### config.mk
export PLATFORM = sky130hd
export DESIGN_NAME = z80_bus_dma
export DESIGN_NICKNAME = d
export VERILOG_FILES = /design/src/rtl/z80_dma_pkg.sv /design/src/rtl/z80_bus_dma.sv
export SDC_FILE = /design/constraint.sdc
export NUM_CORES = 1
export LEC_CHECK = 0
export CAP_MARGIN = 20
export CORE_MARGIN = 3
export CORE_UTILIZATION = 44
export DETAILED_ROUTE_END_ITERATION = 7
export HOLD_SLACK_MARGIN = 0.08
export PLACE_DENSITY = 0.68
export SETUP_SLACK_MARGIN = 0.02
export SLEW_MARGIN = 20
export SYNTH_ARGS = -nofsm -noshare
export SYNTH_HDL_FRONTEND = slang
export SYNTH_SLANG_ARGS = --single-unit
### constraint.sdc
create_clock -name clk -period 4.52 [get_ports clk]
set_input_delay 1.13 -clock clk [delete_from_list [all_inputs] [get_ports clk]]
set_output_delay 1.13 -clock clk [all_outputs]
set_load 0.02 [all_outputs]
### src/rtl/z80_dma_pkg.sv
// Shared constants for the tv80s block-copy DMA controller.
// FSM state codes, default burst/gap sizes and per-byte cycle length.
package z80_dma_pkg;

    localparam logic [2:0] S_IDLE = 3'd0;
    localparam logic [2:0] S_REQ  = 3'd1;
    localparam logic [2:0] S_RD1  = 3'd2;
    localparam logic [2:0] S_RD2  = 3'd3;
    localparam logic [2:0] S_WR1  = 3'd4;
    localparam logic [2:0] S_WR2  = 3'd5;
    localparam logic [2:0] S_REL  = 3'd6;
    localparam logic [2:0] S_GAPW = 3'd7;

    localparam int BURST_DEF = 4;
    localparam int GAP_DEF   = 8;
    localparam int BYTE_CLKS = 4;

    // 16-bit address step; wraps FFFF to 0000
    function automatic logic [15:0] addr_inc(input logic [15:0] a);
        return a + 16'd1;
    endfunction

endpackage

### src/rtl/z80_bus_dma.sv
// Memory-to-memory block-copy DMA for the tv80s bus.
// Borrows the bus with busrq_n/busak_n, copies BURST bytes per tenure.
module z80_bus_dma
    import z80_dma_pkg::*;
#(
    parameter int BURST = BURST_DEF,
    parameter int GAP   = GAP_DEF
) (
    input  logic        clk,
    input  logic        reset_n,
    input  logic        start,
    input  logic [15:0] src,
    input  logic [15:0] dst,
    input  logic [15:0] len,
    output logic        busy,
    output logic        done,
    output logic        busrq_n,
    input  logic        busak_n,
    output logic        bus_own,
    output logic [15:0] dma_a,
    output logic [7:0]  dma_dout,
    input  logic [7:0]  dma_din,
    output logic        dma_mreq_n,
    output logic        dma_rd_n,
    output logic        dma_wr_n
);

    localparam logic [7:0] BURST_W  = 8'(BURST);
    localparam logic [7:0] GAP_LAST = 8'(GAP - 1);

    logic [2:0]  state;
    logic [15:0] src_q;
    logic [15:0] dst_q;
    logic [15:0] len_q;
    logic [7:0]  burst_q;
    logic [7:0]  gap_q;
    logic        fin_q;

    logic [2:0]  state_d;
    logic [15:0] src_d;
    logic [15:0] dst_d;
    logic [15:0] len_d;
    logic [7:0]  burst_d;
    logic [7:0]  gap_d;
    logic        fin_d;
    logic        busy_d;
    logic        done_d;
    logic        busrq_d;
    logic        own_d;
    logic [15:0] a_d;
    logic [7:0]  dout_d;
    logic        mreq_d;
    logic        rd_d;
    logic        wr_d;

    logic [15:0] src_inc;
    logic [15:0] dst_inc;
    logic [7:0]  burst_inc;
    logic        last_byte;
    logic        burst_full;

    assign src_inc    = addr_inc(src_q);
    assign dst_inc    = addr_inc(dst_q);
    assign burst_inc  = burst_q + 8'd1;
    assign last_byte  = (len_q == 16'd1);
    assign burst_full = (burst_inc == BURST_W);

    // Next-state and next-output logic; every output is registered
    always_comb begin
        state_d = state;
        src_d   = src_q;
        dst_d   = dst_q;
        len_d   = len_q;
        burst_d = burst_q;
        gap_d   = gap_q;
        fin_d   = fin_q;
        busy_d  = busy;
        done_d  = 1'b0;
        busrq_d = busrq_n;
        own_d   = bus_own;
        a_d     = dma_a;
        dout_d  = dma_dout;
        mreq_d  = dma_mreq_n;
        rd_d    = dma_rd_n;
        wr_d    = dma_wr_n;

        unique case (state)
            S_IDLE: begin
                if (start) begin
                    if (len != 16'd0) begin
                        src_d   = src;
                        dst_d   = dst;
                        len_d   = len;
                        burst_d = 8'd0;
                        busy_d  = 1'b1;
                        busrq_d = 1'b0;
                        state_d = S_REQ;
                    end else begin
                        done_d = 1'b1;
                    end
                end
            end

            S_REQ: begin
                if (!busak_n) begin
                    own_d   = 1'b1;
                    a_d     = src_q;
                    mreq_d  = 1'b0;
                    rd_d    = 1'b0;
                    state_d = S_RD1;
                end
            end

            S_RD1: begin
                state_d = S_RD2;
            end

            // memory output is stable by the end of RD2
            S_RD2: begin
                a_d     = dst_q;
                dout_d  = dma_din;
                rd_d    = 1'b1;
                wr_d    = 1'b0;
                state_d = S_WR1;
            end

            S_WR1: begin
                mreq_d  = 1'b1;
                wr_d    = 1'b1;
                state_d = S_WR2;
            end

            S_WR2: begin
                src_d   = src_inc;
                dst_d   = dst_inc;
                len_d   = len_q - 16'd1;
                burst_d = burst_inc;
                if (last_byte || burst_full) begin
                    // drop ownership with the request so drivers never overlap
                    fin_d   = last_byte;
                    own_d   = 1'b0;
                    busrq_d = 1'b1;
                    state_d = S_REL;
                end else begin
                    a_d     = src_inc;
                    mreq_d  = 1'b0;
                    rd_d    = 1'b0;
                    state_d = S_RD1;
                end
            end

            S_REL: begin
                if (busak_n) begin
                    if (fin_q) begin
                        done_d  = 1'b1;
                        busy_d  = 1'b0;
                        state_d = S_IDLE;
                    end else begin
                        gap_d   = 8'd0;
                        state_d = S_GAPW;
                    end
                end
            end

            S_GAPW: begin
                if (gap_q == GAP_LAST) begin
                    burst_d = 8'd0;
                    busrq_d = 1'b0;
                    state_d = S_REQ;
                end else begin
                    gap_d = gap_q + 8'd1;
                end
            end

            default: begin
                state_d = S_IDLE;
            end
        endcase
    end

    // State, counters and registered bus outputs
    always_ff @(posedge clk or negedge reset_n) begin
        if (!reset_n) begin
            state      <= S_IDLE;
            src_q      <= 16'h0000;
            dst_q      <= 16'h0000;
            len_q      <= 16'h0000;
            burst_q    <= 8'd0;
            gap_q      <= 8'd0;
            fin_q      <= 1'b0;
            busy       <= 1'b0;
            done       <= 1'b0;
            busrq_n    <= 1'b1;
            bus_own    <= 1'b0;
            dma_a      <= 16'h0000;
            dma_dout   <= 8'h00;
            dma_mreq_n <= 1'b1;
            dma_rd_n   <= 1'b1;
            dma_wr_n   <= 1'b1;
        end else begin
            state      <= state_d;
            src_q      <= src_d;
            dst_q      <= dst_d;
            len_q      <= len_d;
            burst_q    <= burst_d;
            gap_q      <= gap_d;
            fin_q      <= fin_d;
            busy       <= busy_d;
            done       <= done_d;
            busrq_n    <= busrq_d;
            bus_own    <= own_d;
            dma_a      <= a_d;
            dma_dout   <= dout_d;
            dma_mreq_n <= mreq_d;
            dma_rd_n   <= rd_d;
            dma_wr_n   <= wr_d;
        end
    end

endmodule

* Word level (Yosys, flattened, before mapping)
Index checks and enable logic that the tools add are counted.
Storage, ports and cells: register bits 99, bits in latches 0, RAM bits 0, ROM bits 0, output and inout bits 31, logic and storage cells 113, memories kept 0
Operators by class: add/sub/neg operators 5, $mul 0, divide/modulo/power cells 0, magnitude comparators 0, equality and inequality tests 20, shifts and indexed selects 0, multiplexer cells 51, bitwise gates (word level) 0, reduce and logical (&&, ||, !) cells 21
Operator list (count):
- $mux W16 | 8
- $pmux W16 S2 | 3
- $mux W8 | 6
- $pmux W16 S3 | 1
- $add A16 B1 Y16 const B | 2
- $pmux W3 S8 | 1
- $pmux W8 S3 | 1
- $mux W3 | 7
- $ne A2 B2 Y1 const B | 10
- $add A8 B1 Y8 const B | 2
- $eq A16 B1 Y1 const B | 1
- $eq A8 B3 Y1 const B | 2
- $mux W1 | 16
- $pmux W8 S2 | 1
- $reduce_bool A16 Y1 | 1
- $sub A16 B1 Y16 const B | 1
- $reduce_and A5 Y1 | 3
- $eq A3 B3 Y1 const B | 4
- $reduce_and A3 Y1 | 4
- $reduce_bool A2 Y1 | 5
- $pmux W1 S3 | 3
- $reduce_bool A3 Y1 | 3
- $pmux W1 S2 | 4
- $reduce_and A4 Y1 | 2
- other kinds (5) | 6

* Longest topological paths before layout
depth in word-level cells 5, depth in mapped cells 9, depth with buffers taken out 7

* Worst setup path after synthesis
Ideal clock, no wire load.
path kind input to register, from input port len[3], to register dst_q[13], library setup time 137 ps, data arrival time 2395 ps, required time 4383 ps, setup slack 1988 ps, stages on the path 6, path buffers 1, path through nor4_1 a41oi_1 o21ai_2 clkbuf_1 nor2_1 a2bb2oi_1
Between the ends: longest elaborated chain between the ends 3
Ends and longest elaborated chain:
- from (decl) | line z80_bus_dma.sv:14 | input logic [15:0] len,
- $reduce_bool A16 Y1 | line z80_bus_dma.sv:90 | if (len != 16'd0) begin
- $ne A2 B2 Y1 (no source line)
- $reduce_and A3 Y1 (no source line)
- to (signal assigned) | line z80_bus_dma.sv:203 | dst_q <= dst_d;
- to (decl) | line z80_bus_dma.sv:33 | logic [15:0] dst_q;
No other way between the ends. A chain may end at the register's enable or synchronous reset.

* Worst setup path in the final report
from input port len[3], to register src_q[15]
Between the ends: longest elaborated chain between the ends 3
Ends and longest elaborated chain:
- $reduce_bool A16 Y1 | line z80_bus_dma.sv:90
- $ne A2 B2 Y1 (no source line)
- $reduce_and A3 Y1 (no source line)
- to (signal assigned) | line z80_bus_dma.sv:202 | src_q <= src_d;
- to (decl) | line z80_bus_dma.sv:32 | logic [15:0] src_q;
No other way between the ends.

==> impl_metrics.yaml <==
clock_tree:
  htreeDepth: 3
  hold_buffers: 0
  cts_setup_buffers: 0
  cts_tree: "built"
  clk_latency_ns: 0.35
  cts_buffers: 9
  cts_resized: 0
  cts.sinks: 99
  clockBufferDepth: 2
  clk_transition_reported_paths_ns: 0.06
  root_buffer: "clkbuf_16"
global_route:
  grt_overflow: 0
  grt_pass1_wl_mm: 25.20
  first_global_vias: 5030
  track_usage_pct: 21.65
  antenna_found_initial: 0
  grt_max_degree: 86
final_layout:
  diodes: 0
  fin_area_um2: 6985
  syn_to_final_growth_pct: 22.81
  num-fill-cells: 1151
  final_layout_size_suffix_gt1_share_pct: 8.277
  fin_nets: 799
  finalCoreUtilization_pct: 56.74
yosys:
  yosysSeqAreaShare_pct: 43.64
  syn_area_per_cell_um2: 8.592
  syn_inst: 662
  yosysWarnings: 0
  syn_area_um2: 5688
  synth-edff-count: 0
  synthArstFlopShare_pct: 100.0
  syn_nets: 729
  synth_ff_type: "dfrtp_1"
  synth.distinct_cells: 66
  ys_ff_latch: 99
sta:
  fin_crit_sh_pct: 68.36
  rsz0062_at_grt: "no"
  slew_viol_final: 0
  worst_slack_ns: 1.430
  hold_viol_final: 0
  fin_tns_setup_ns: 0
  post-route-min-period_ns: 3.090
  worst_pin_slew_ns: 0.7835
  relSlewSlack_pct: 47.77
  max_freq_ghz: 0.3237
  finClkSkew_ns: 0.007228
  finalSetupViolCount: 0
route:
  via_per_inst: 5.806
  dr.pass1.iters: 5
  routed_wl_mm: 15.25
  remaining_drc_errors: 0
  via_count: 5254
  ant_nets: 0
  wl_per_cell_um: 16.85
  initialDrtViolationCount: 416
min_path:
  min_from: "dma_wr_n"
  min_to: "dma_wr_n"
  hp-class: "reg -> reg"
  hold_depth: 2
worst_setup_path:
  startpoint: "len[3]"
  critPathLaunchType: "input port"
  cp_slowest_cell: "o21ai_4"
  arrival_ns: 3.31
  end_kind: "register"
  reg2reg_slack_ns: 1.80
  r2r-end: "dma_a[7]"
  slowest_delay_ns: 0.51
  cpMostUsedCell: "a21oi_1"
  crit_chain: "clkdlybuf4s50_1 > nor4_1 > a41oi_1 > o21ai_4 > buf_12 > a21oi_1 > nor2_1 > a21oi_1"
  criticalPathCategory: "in -> reg"
  cp_max_fo: 33
  timing.rr.start: "state[2]"
  crit_required_ns: 4.74
  rr_worst_depth: 7
place:
  placed_cell_area_um2: 6708
  io_buffers: 90
  dp_hpwl_mm: 10.70
  place_ws_ns: 1.109
  place.gp.congestion: 0.8982
outcome:
  status: "completed"
floorplanning:
  io_pins: 91
  die_w_um: 119.7
  dieHeight_um: 119.7
  die_area_um2: 14330
  core_region_area_um2: 12310
  initial_core_util_pct: 46.20
  rows: 40
power:
  finalPower_uw: 4962
  peakVddDrop_uv: 403.0
  power_leakage_uw: 0.002862
  cellPowerDensity_nw_per_um2: 710.4
job:
  cap_violations: 0
==> placed cells by master, fill, tap and decap left out, types with 5 or more instances in the layout <==
cell type | Yosys | final
a21oi_1 | 72 | 71
a221o_1 | 6 | 6
a31oi_1 | 7 | 7
and3_1 | 10 | 10
buf_4 | 0 | 8
clkbuf_16 | 0 | 9
clkdlybuf4s50_1 | 0 | 89
dfrtp_1 | 95 | 95
ha_1 | 7 | 7
inv_1 | 9 | 9
mux2_2 | 7 | 7
mux2_4 | 10 | 10
nand2_1 | 91 | 91
nand3_1 | 35 | 35
nand4_1 | 9 | 9
nor2_1 | 73 | 72
nor3_1 | 10 | 10
nor4_1 | 8 | 8
o211ai_1 | 6 | 6
o21ai_0 | 68 | 68
o22ai_1 | 11 | 11
o2bb2ai_1 | 5 | 5
xor2_1 | 6 | 6
==> logic make-up (layout without fill, tap and decap cells) <==
| family | Yosys count | count (layout) | synth area share, % |
|---|---|---|---|
| buffers and inverters | 49 | 124 | 3.893 |
| xor gates and xnor gates | 9 | 9 | 1.386 |
| adders and majority gates | 7 | 7 | 1.540 |
| muxes | 17 | 17 | 4.026 |
| and+or+nand+nor | 269 | 269 | 23.08 |
| DFF | 99 | 99 | 43.64 |
| AOI/OAI and AO/OA | 212 | 212 | 22.44 |
==> layout make-up <==
class	instances	area (um^2)	share of cell area (%)
clock buffer	14	264.0	3.779
clock inverter	2	10.01	0.1433
inverter	9	33.78	0.4836
multi-input combinational	514	3003	42.99
sequential	99	2482	35.54
tap	168	210.2	3.009
timing repair buffer	99	982.2	14.06
==> registers in the layout, summed over array words and instances (netlist names) <==
register and cells:
fin_q 1, state 3, len_q 16, src_q 16, burst_q 8, dma_a 16
dst_q 16, dma_rd_n 1, gap_q 8, done 1, busy 1, busrq_n 1
dma_dout 8, dma_mreq_n 1, dma_wr_n 1, bus_own 1
==> per-layer routing <==
layer | vias to the layer above | track usage [%] | wire length, um
met1 | 2500 | 29.69 | 6993
met5 | - | 0 | 0
met2 | 164 | 34.04 | 7138
met4 | 0 | 8.518 | 325
li1 | 2562 | - | -
met3 | 28 | 4.053 | 794
==> synth_stat cells (7+ instances only) <==
| library cell | instances | area (um^2) |
|---|---|---|
| mux2_2 | 7 | 78.83 |
| nor3_1 | 10 | 50.05 |
| nand2_1 | 91 | 341.6 |
| o22ai_1 | 11 | 68.82 |
| ha_1 | 7 | 87.58 |
| mux2_4 | 10 | 150.1 |
| nor4_1 | 8 | 50.05 |
| o21ai_0 | 68 | 340.3 |
| inv_1 | 9 | 33.78 |
| nor2_1 | 73 | 274.0 |
| clkbuf_1 | 20 | 75.07 |
| a31oi_1 | 7 | 43.79 |
| nand3_1 | 35 | 175.2 |
| and3_1 | 10 | 62.56 |
| dfrtp_1 | 95 | 2377 |
| a21oi_1 | 72 | 360.4 |
| nand4_1 | 9 | 56.30 |
| buf_1 | 7 | 26.28 |
| buf_2 | 11 | 55.05 |
==> how the worst max path moves through the flow <==
| stage | end | slack, ns | cells after the start |
|---|---|---|---|
| final | src_q[15] | 1.43 | 8 |
| after global routing | dst_q[0] | 1.24 | 8 |
| after CTS | dst_q[0] | 1.48 | 8 |
| after detailed placement | dst_q[0] | 1.11 | 8 |
| after global placement | src_q[0] | 1.17 | 8 |
| after floorplan | dst_q[13] | 1.99 | 6 |
==> where the power goes <==
part,switching [uW],internal [uW]
Clock,321,402
Combinational,1400,1090
Sequential,461,1290
Total,2180,2780
==> through the flow <==
step / std cells / hold WS, ns
floorplan: 662 / 0.4713
global placement: 889 / 0.4520
detailed placement: 889 / 0.4530
CTS: 905 / 0.4708
global route: 905 / 0.4939
finish: 905 / 0.4693
==> worst max-delay path: cells and delay by family <==
| kind | cells | cell delay [ns] |
|---|---|---|
| AO/OA/AOI/OAI | 4 | 0.92 |
| buffers and inverters | 2 | 0.68 |
| AND/OR/NAND/NOR | 2 | 0.56 |
(Power assumes the default switching activity.)
